<file path="config.mk">
export PLATFORM = sky130hd
export DESIGN_NAME = cga_intr_prio_ctrl
export DESIGN_NICKNAME = d
export VERILOG_FILES = /design/src/rtl/cga_intr_pkg.sv /design/src/rtl/cga_intr_lvlstack.sv /design/src/rtl/cga_intr_prio_ctrl.sv
export SDC_FILE = /design/constraint.sdc
export NUM_CORES = 1
export LEC_CHECK = 0
export ABC_AREA = 1
export CAP_MARGIN = 20
export CORE_ASPECT_RATIO = 1.2
export CORE_MARGIN = 8
export CORE_UTILIZATION = 45
export CTS_CLUSTER_DIAMETER = 100
export CTS_CLUSTER_SIZE = 14
export DETAILED_ROUTE_END_ITERATION = 10
export PLACE_DENSITY = 0.7
export REMOVE_ABC_BUFFERS = 1
export SYNTH_ARGS = -nofsm -noshare
export SYNTH_HDL_FRONTEND = slang
export SYNTH_HIERARCHICAL = 1
export SYNTH_SLANG_ARGS = --single-unit
</file>
<file path="constraint.sdc">
create_clock -name MCLK -period 2.19 [get_ports MCLK]
set_clock_uncertainty 0.2 [all_clocks]
set_input_delay 0.219 -clock MCLK [delete_from_list [all_inputs] [get_ports MCLK]]
set_output_delay 0.219 -clock MCLK [all_outputs]
set_load 0.02 [all_outputs]
</file>
<file path="src/rtl/cga_intr_pkg.sv">
// Shared definitions for the CGA interrupt priority controller.
//   - LAA register select codes
//   - controller FSM state type
//   - prio_enc: index of the highest set bit of a request vector (0 if none)
package cga_intr_pkg;

    localparam logic [1:0] LAA_PIE     = 2'd0;
    localparam logic [1:0] LAA_PID_SET = 2'd1;
    localparam logic [1:0] LAA_PID_CLR = 2'd2;
    localparam logic [1:0] LAA_PIL     = 2'd3;

    // Widest level vector prio_enc accepts; narrower vectors are zero-extended.
    localparam int MAX_NLEV = 64;

    typedef enum logic {
        IDLE = 1'b0,
        REQ  = 1'b1
    } state_t;

    // An empty vector and a vector with only bit 0 both return 0. Level 0
    // is the background level and can never beat PIL, so the two cases
    // need no separate "valid" flag.
    function automatic int prio_enc(input logic [MAX_NLEV-1:0] req);
        int idx;
        idx = 0;
        for (int i = 0; i < MAX_NLEV; i++) begin
            if (req[i]) idx = i;
        end
        return idx;
    endfunction

endpackage

</file>
<file path="src/rtl/cga_intr_lvlstack.sv">
// Nested-level LIFO: DEPTH entries of LW bits.
// Ports:
//   clk, rst_n  clock / asynchronous active-low reset
//   push, din   store din on top (ignored when full)
//   pop         discard top (ignored when empty)
//   top         current top entry, 0 when empty
//   full, empty occupancy flags
// push and pop are never asserted together by the controller.
module cga_intr_lvlstack #(
    parameter int DEPTH = 4,
    parameter int LW    = 4
) (
    input  logic          clk,
    input  logic          rst_n,
    input  logic          push,
    input  logic          pop,
    input  logic [LW-1:0] din,
    output logic [LW-1:0] top,
    output logic          full,
    output logic          empty
);

    localparam int CW = $clog2(DEPTH + 1);
    localparam int AW = (DEPTH > 1) ? $clog2(DEPTH) : 1;

    logic [LW-1:0] mem [DEPTH];
    logic [CW-1:0] cnt;
    logic [AW-1:0] top_idx;
    logic [AW-1:0] wr_idx;

    assign full    = (cnt == CW'(DEPTH));
    assign empty   = (cnt == '0);
    assign top_idx = AW'(cnt - CW'(1));
    assign wr_idx  = AW'(cnt);
    assign top     = empty ? '0 : mem[top_idx];

    always_ff @(posedge clk or negedge rst_n) begin
        if (!rst_n) begin
            cnt <= '0;
            for (int i = 0; i < DEPTH; i++) mem[i] <= '0;
        end else if (push) begin
            if (!full) begin
                mem[wr_idx] <= din;
                cnt         <= cnt + CW'(1);
            end
        end else if (pop) begin
            if (!empty) cnt <= cnt - CW'(1);
        end
    end

endmodule

</file>
<file path="src/rtl/cga_intr_prio_ctrl.sv">
// CGA interrupt priority controller.
// Synchronises active-low request lines into a pending register (PID), masks
// it with PIE, and raises a registered IRQ for the highest enabled pending
// level above the current level PIL. IACK enters the level (old PIL pushed on
// a nested-level stack), IRET returns to the previous level.
// Ports:
//   MCLK, RESETN   clock / asynchronous active-low reset
//   IREQ_N         raw active-low requests (asynchronous)
//   FIDBO, LAA,WRN register write data / select / active-low strobe
//   IACK, IRET     CPU acknowledge / return pulses
//   RDATA          register read mux selected by LAA
//   IRQ, INTRQN    interrupt request and its complement
//   VEC            level being requested (valid while IRQ=1)
//   PIL            current level
//   STKERR         sticky stack overflow/underflow
//   dbg_state      controller FSM state
// Handshake: IRQ stays high with VEC tracking the best qualifying level until
// either IACK is seen (level entered, IRQ drops next edge) or the request
// stops qualifying (IRQ withdrawn). IACK while IRQ is low has no effect.
module cga_intr_prio_ctrl
    import cga_intr_pkg::*;
#(
    parameter int              NLEV     = 16,
    parameter int              LW       = 4,
    parameter int              DEPTH    = 4,
    parameter logic [NLEV-1:0] EDGEMASK = '1
) (
    input  logic            MCLK,
    input  logic            RESETN,
    input  logic [NLEV-1:0] IREQ_N,
    input  logic [NLEV-1:0] FIDBO,
    input  logic [1:0]      LAA,
    input  logic            WRN,
    input  logic            IACK,
    input  logic            IRET,
    output logic [NLEV-1:0] RDATA,
    output logic            IRQ,
    output logic            INTRQN,
    output logic [LW-1:0]   VEC,
    output logic [LW-1:0]   PIL,
    output logic            STKERR,
    output state_t          dbg_state
);

    // sync1/sync2 form the synchroniser; sync3 is the previous sync2 value
    // used for falling-edge detection.
    logic [NLEV-1:0] sync1, sync2, sync3;
    logic [NLEV-1:0] pie, pid, pid_n, fall, masked;
    logic [LW-1:0]   pil, pil_n, vec, vec_n, best, stk_top;
    logic            stkerr;
    logic            qual, wr, push, pop, stk_full, stk_empty;
    state_t          state, state_n;

    assign wr     = !WRN;
    assign masked = pid & pie;
    assign best   = LW'(prio_enc(MAX_NLEV'(masked)));
    assign qual   = (best > pil);
    assign fall   = EDGEMASK & sync3 & ~sync2;

    // IACK is only meaningful while a request is outstanding; it beats IRET.
    assign pop = IRET && !push;

    always_comb begin
        state_n = state;
        vec_n   = vec;
        push    = 1'b0;
        case (state)
            IDLE: begin
                if (qual) begin
                    state_n = REQ;
                    vec_n   = best;
                end
            end
            REQ: begin
                if (IACK) begin
                    push    = 1'b1;
                    state_n = IDLE;
                end else if (!qual) begin
                    state_n = IDLE;
                end else begin
                    vec_n = best;
                end
            end
            default: state_n = IDLE;
        endcase
    end

    // Pending: software set/clear and IACK clear touch edge-mode bits only;
    // a hardware edge is OR-ed in last so it survives a same-cycle clear.
    // Level-mode bits simply follow the synchronised request.
    always_comb begin
        pid_n = pid;
        if (wr && LAA == LAA_PID_SET) pid_n = pid_n | (FIDBO & EDGEMASK);
        if (wr && LAA == LAA_PID_CLR) pid_n = pid_n & ~(FIDBO & EDGEMASK);
        if (push && EDGEMASK[vec])    pid_n[vec] = 1'b0;
        pid_n = pid_n | fall;
        pid_n = (pid_n & EDGEMASK) | (~sync2 & ~EDGEMASK);
    end

    // Stack pop on empty returns 0, which is exactly the background level.
    always_comb begin
        pil_n = pil;
        if (wr && LAA == LAA_PIL) pil_n = FIDBO[LW-1:0];
        if (push)      pil_n = vec;
        else if (pop)  pil_n = stk_top;
    end

    always_ff @(posedge MCLK or negedge RESETN) begin
        if (!RESETN) begin
            sync1  <= '1;
            sync2  <= '1;
            sync3  <= '1;
            pie    <= '0;
            pid    <= '0;
            pil    <= '0;
            vec    <= '0;
            stkerr <= 1'b0;
            state  <= IDLE;
        end else begin
            sync1  <= IREQ_N;
            sync2  <= sync1;
            sync3  <= sync2;
            if (wr && LAA == LAA_PIE) pie <= FIDBO;
            pid    <= pid_n;
            pil    <= pil_n;
            vec    <= vec_n;
            state  <= state_n;
            if ((push && stk_full) || (pop && stk_empty)) stkerr <= 1'b1;
        end
    end

    cga_intr_lvlstack #(
        .DEPTH (DEPTH),
        .LW    (LW)
    ) u_stack (
        .clk   (MCLK),
        .rst_n (RESETN),
        .push  (push),
        .pop   (pop),
        .din   (pil),
        .top   (stk_top),
        .full  (stk_full),
        .empty (stk_empty)
    );

    always_comb begin
        RDATA = '0;
        case (LAA)
            LAA_PIE:     RDATA = pie;
            LAA_PID_SET: RDATA = pid;
            LAA_PID_CLR: RDATA = pid & pie;
            default:     RDATA = NLEV'(pil);
        endcase
    end

    // IRQ is the state register itself, so it falls with RESETN asynchronously.
    assign IRQ       = (state == REQ);
    assign INTRQN    = ~IRQ;
    assign VEC       = vec;
    assign PIL       = pil;
    assign STKERR    = stkerr;
    assign dbg_state = state;

endmodule

</file>
* Word level (Yosys, flattened, before mapping) *
Memories as Yosys holds them, arrays and structs flattened.
Index checks and enable logic that the tools add are counted.
W data, S select, Z words.

operators by class
  add/subtract/negate cells = 2
  $mul = 0
  div/mod/pow operators = 0
  $lt $le $gt $ge = 6
  equal/unequal tests = 7
  shift-type cells = 0
  muxes and demuxes = 44
  bitwise operators = 13
  reductions and logical operators = 19

operators by type and width
  kind                   count
  $mux W4                17
  $and A16 B16 Y16       4
  $mux W16               3
  $not A16 Y16           3
  $pmux W16 S3           1
  $or A16 B16 Y16        2
  $mux W3                8
  $bwmux W16             1
  $logic_and A1 B1 Y1    10
  $bmux W4 S2            1
  $demux W4 S2           1
  $pmux W4 S2            1
  $mux W1                7
  $ge A3 B3 Y1 const B   2
  $ne A2 B2 Y1 const B   3
  $not A2 Y3             2
  $lt A4 B5 Y1 const B   1
  $demux W1 S4           1
  $eq A2 B2 Y1 const B   2
  $ge A4 B1 Y1 const B   1
  $gt A4 B4 Y1           1
  $mux W2                2
  $add A3 B1 Y3 const B  1
  $eq A3 B3 Y1 const B   1
  13 further kinds       15

word-level totals
  bits in registers = 109
  bits in latches = 0
  bits in writable memories = 0
  bits in read-only memories = 16
  input bits = 39
  word-level logic and storage cells = 106
  memories = 1

memories
  memory            words  width  rd ports  clocked after memory_dff  wr ports  RTL line                  RTL
  (name not given)  16     1      1         0                         0         cga_intr_prio_ctrl.sv:95  if (push && EDGEMASK[vec]) pid_n[vec] = 1'b0;

* Depth between registers and ports, before layout *
  depth in word-level cells = 20
  gate-level depth with buffers = 25
  depth with buffers taken out = 25

* Modules after synthesis *
Netlist, hierarchy kept.

modules (own cells, without submodules)
  module              instances  cells each  area each (um^2)  seq. area each (um^2)
  cga_intr_prio_ctrl  1          400         3753.6            2312.2
  cga_intr_lvlstack   1          134         1056.0            475.5

* Worst setup path before layout *
Ideal clock, no wire load.

  kind = register to register
  start = reg u_stack.cnt[0]
  end = reg pil[0], in the netlist PIL[0]
  setup time = 136 ps
  arrival time = 1787 ps
  required time = 1854 ps
  slack = 67 ps
  cell stages (with the launch flop) = 10
  buffers on the path = 1
  period minus slack after synthesis = 2123 ps
  path through = dfrtp_1 -> buf_4 -> clkinv_1 -> ha_1 -> inv_1 -> nor2_1 -> o21ai_0 -> a21oi_1 -> a221oi_1 -> a21oi_1

on the way
  word-level cells in the longest chain between the ends = 8
  elaborated cells between the ends (all ways) = 9
  those cells by class = 1 x add/sub; 6 x mux; 1 x bitwise; 1 x reduce/logical

RTL lines
  item                                        RTL line                   RTL
  start: declaration                          cga_intr_lvlstack.sv:27    logic [CW-1:0] cnt;
  start signal: assignment                    cga_intr_lvlstack.sv:44    cnt <= cnt + CW'(1);
  start signal: assignment                    cga_intr_lvlstack.sv:47    if (!empty) cnt <= cnt - CW'(1);
  $sub A3 B1 Y3                               cga_intr_lvlstack.sv:33    assign top_idx = AW'(cnt - CW'(1));
  named net u_stack.top_idx[0]                cga_intr_lvlstack.sv:28    logic [AW-1:0] top_idx;
  $not A2 Y3 (not written as such)            cga_intr_lvlstack.sv:35    assign top = empty ? '0 : mem[top_idx];
  $bmux W4 S2                                 cga_intr_lvlstack.sv:35
  $mux W4 (not written as such) (2 in a row)  cga_intr_lvlstack.sv:35
  $mux W4                                     cga_intr_lvlstack.sv:35
  named net stk_top[0]                        cga_intr_prio_ctrl.sv:49   logic [LW-1:0] pil, pil_n, vec, vec_n, best, stk_top;
  $mux W4                                     cga_intr_prio_ctrl.sv:105  else if (pop) pil_n = stk_top;
  $mux W4                                     cga_intr_prio_ctrl.sv:104  if (push) pil_n = vec;
  end signal: assignment                      cga_intr_prio_ctrl.sv:125  pil <= pil_n;
  end: declaration                            cga_intr_prio_ctrl.sv:49

The timed path passes the listed nets, and every way through them passes these cells. The select of a mux whose other input is x is not followed.
A chain may end at the register's enable or synchronous reset.

* Worst setup path in the final report *
  start = reg pie[1]
  end = reg vec[0], in the netlist VEC[0]

on the way
  word-level cells in the longest chain between the ends = 20

RTL lines
  item                      RTL line                                            RTL
  start: declaration        cga_intr_prio_ctrl.sv:48                            logic [NLEV-1:0] pie, pid, pid_n, fall, masked;
  start signal: assignment  cga_intr_prio_ctrl.sv:113                           pie <= '0;
  start signal: assignment  cga_intr_prio_ctrl.sv:123                           if (wr && LAA == LAA_PIE) pie <= FIDBO;
  $and A16 B16 Y16 *        cga_intr_prio_ctrl.sv:55                            assign masked = pid & pie;
  $mux W1 *                 cga_intr_pkg.sv:27                                  if (req[i]) idx = i;
  $mux W2 * (2 in a row)    cga_intr_pkg.sv:27
  $mux W3 * (4 in a row)    cga_intr_pkg.sv:27
  $mux W4 * (8 in a row)    cga_intr_pkg.sv:27
  $gt A4 B4 Y1              cga_intr_prio_ctrl.sv:57                            assign qual = (best > pil);
  $mux W4 *                 cga_intr_prio_ctrl.sv:69, cga_intr_prio_ctrl.sv:78
  $mux W4                   cga_intr_prio_ctrl.sv:75                            if (IACK) begin
  $pmux W4 S2 *             cga_intr_prio_ctrl.sv:67                            case (state)
  end signal: assignment    cga_intr_prio_ctrl.sv:126                           vec <= vec_n;
  end: declaration          cga_intr_prio_ctrl.sv:49

Mark *: on every way between the ends. The rest lies on a longest branch, timed or not. The select of a mux whose other input is x is not followed.

==> results.cfg <==
[grt]
grt_pass1_vias = 4138
grt_use_total_pct = 18.3
grt_first_pass_wirelength_um = 20500
number_of_antenna_violations_at_the_first_check_in_global_routing = 0
pin_count_of_the_biggest_net_entering_global_routing = 43
gr-total-overflow = 0

[pwr]
sequentialPowerShare_pct = 38.7
cellLeakagePower_nw = 3.04
comb_power_share_pct = 39.1
power_frac_clock_pct = 22.2
cell_internal_pwr_mw = 4.46
power_switching_share_pct = 37.7
power.ir.vdd_worst_mv = 0.583
cellPowerDensity_nw_per_um2 = 1150
netSwitchingPower_mw = 2.70

[placed_design]
port_buffers = 66
placement.setup.worst_slack_ps = -300
dp.final_hpwl_um = 9190
gp_congestion = 0.868
place_area_um2 = 5830

[layout]
fill_cells = 915
layout-drive-gt1-share_pct = 21.2
antenna_cells_inserted = 0
finish.instance_area_um2 = 6210
layout.nets = 688
finalCoreUtilization_pct = 59.4
layout-area-overhead-vs-synth_pct = 29.2

[routing]
route.detailed.wl_per_inst_um = 16.0
route.antenna.remaining_nets = 0
viasPerCell = 5.21
remaining_drc_errors = 0
vias = 4034
drt-initial-drc-count = 250
drt-total-wl_um = 12400
detail_route.first_pass.iterations = 8

[timing]
timing.slew.headroom_pct = 63.8
setup_ws_ps = -201
min_period_ps = 2390
setup_violations = 5
rsz_0062_raised_after_global_routing = true
fin_crit_sh_pct = 109
holdWs_ps = 75.9
finalHoldViolations = 0
max_clock_freq_ghz = 0.418
setup_tns_ps = -865
worstMarginPinSlew_ps = 543
report.final.slew_viol_count = 0

[clock_tree]
cts_max_level = 3
ctsLongestPathBuffers = 2
path_clk_slew_ps = 70
cts_root_buffer = clkbuf_16
clk_latency_ps = 340
clkSinkCount = 109
cts_tree = built
cts-buffers-inserted = 9

[yosys]
synth_cell_types = 35
synth_ff_type = dfrtp_1
yosysWarnings = 6
synth.avg_cell_area_um2 = 9.01
post_synth_instance_area_um2 = 4810
synth_edf_count = 0
netlist.top_cell.by_area = dfrtp_1
synth.ff_latch_count = 109
synth-seq-area-share_pct = 58.0
async_flop_share_pct = 100
synth_top_area_share_pct = 31.7
synth.top_cells.by_count = nand2_1, inv_1, dfrtp_1, dfstp_2, o21ai_0
synth_area_leaders = dfrtp_1, dfstp_2, nand2_1
synth_most_common_cell = nand2_1
post_synth_inst_count = 534

[flow_run]
max-cap-violations = 0

[outcome]
outcome = finished with violations
failed_checks = setup timing

[worst_setup_path]
end_kind = flip-flop
critical_path_class = reg2reg
required_ps = 2230
startpoint_type = flip-flop
critical_path.max_fanout = 2
critical_path_arrival_ps = 2430
worst-r2r-setup-slack_ps = -200

[floorplanning]
die_h_um = 129
core_region_um2 = 10500
pin_count = 67
starting_density_pct = 46.0
die_width_um = 110
die-area_um2 = 14300
row_count = 41

[worst_hold_path]
min_path_type = in2reg
-- per-stage QoR --
stage / std cells / power [mW]
6_report: 774 / 7.16
5_1_grt: 774 / 7.65
4_1_cts: 774 / 7.16
3_5_place_dp: 749 / 5.43
3_3_place_gp: 749 / 5.35
2_1_floorplan: 524 / 4.33
-- what timing repair did --
action                                  CTS  global route
resized for setup                        29            24
endpoints found under the hold margin    14             0
pin swaps                                 5             2
buffers inserted                          8             0
hold buffers                              1             0
endpoints found under the setup margin   21            28
-- cell type report --
class,instances,area (um^2),share of cell area (%)
Sequential cell,109,2790,44.9
Multi-Input combinational cell,337,1700,27.4
Timing Repair Buffer,105,968,15.6
Inverter,78,299,4.81
Clock buffer,12,267,4.29
Tap cell,129,161,2.60
Clock inverter,4,27.5,0.443
-- cells by family (layout without fill, tap and decap cells) --
family | Yosys count | count (layout) | share of synthesized area (%)
mux | 2 | 2 | 0.468
fa+ha+maj | 9 | 9 | 2.34
compound gates | 127 | 127 | 14.5
simple gates | 198 | 198 | 17.2
buf+inv | 88 | 199 | 7.34
flops | 109 | 109 | 58.0
xor+xnor | 1 | 1 | 0.182
-- worst paths after layout --
kind / startpoint / endpoint / cells after the start
max: pie[1] / VEC[0] / 24
min: IREQ_N[12] / sync1[12] / 1
max reg2reg: pie[1] / VEC[0] / 24
min reg2reg: sync1[2] / sync2[2] / 0
max in group asynchronous: RESETN / sync1[2] / 3
min in group asynchronous: RESETN / pid[15] / 2
-- cells in the final DEF, fill, tap and decap left out, drive strengths merged --
cell type / count
nand2: 155
dfrtp: 61
o211ai: 1
a221o: 1
nand3b: 1
a21oi: 24
o22ai: 28
o221ai: 1
nor3: 4
dfstp: 48
clkdlybuf4s50: 49
o21ai: 69
clkinv: 4
dlygate4sd2: 4
nor2: 32
ha: 9
o21bai: 1
dlygate4sd3: 1
a221oi: 2
xnor2: 1
inv: 78
nand4: 1
nand3: 5
clkdlybuf4s15: 7
buf: 39
clkbuf: 17
mux2: 2
-- worst max-delay path, cell delays in order, from the launching register on --
cell	delay [ps]
dfrtp_1	390
nand2_1	90
inv_1	40
nand2_1	50
nand2_1	50
nand2_1	50
nand2_1	40
nand2_1	50
nand2_1	50
nand2_1	50
nand2_1	50
nand2_1	50
nand2_1	50
nand2_1	60
nand2_1	50
nand2_1	80
nand2_2	80
buf_4	130
buf_4	120
buf_4	120
buf_4	120
buf_4	120
buf_4	120
nand2_1	50
nand2_1	40
-- routing by layer --
metal  global-route usage (%)  vias to the layer above  share of wire, %
met5                        0                        -                 0
met4                     6.28                        0               2.1
met3                     4.32                       21               7.4
met2                     29.7                      169                49
met1                     23.3                     1908                42
li1                         -                     1936                 -
-- sequential cells by signal, summed over array words and instances (netlist names) --
name / count
IRQ: 1
PIL: 4
STKERR: 1
VEC: 4
pid: 16
pie: 16
sync1: 16
sync2: 16
sync3: 16
u_stack/cnt: 3
u_stack/mem: 16
-- power groups by stage --
stage          combinational [mW]  sequential [mW]  clock (mW)
4_1_cts                      2.77             2.77        1.62
3_3_place_gp                 2.57             2.78           0
5_1_grt                      3.13             2.82        1.71
6_report                     2.80             2.77        1.59
2_1_floorplan                1.50             2.83           0
3_5_place_dp                 2.64             2.79           0
No activity file was read; power rests on OpenSTA's default activity.
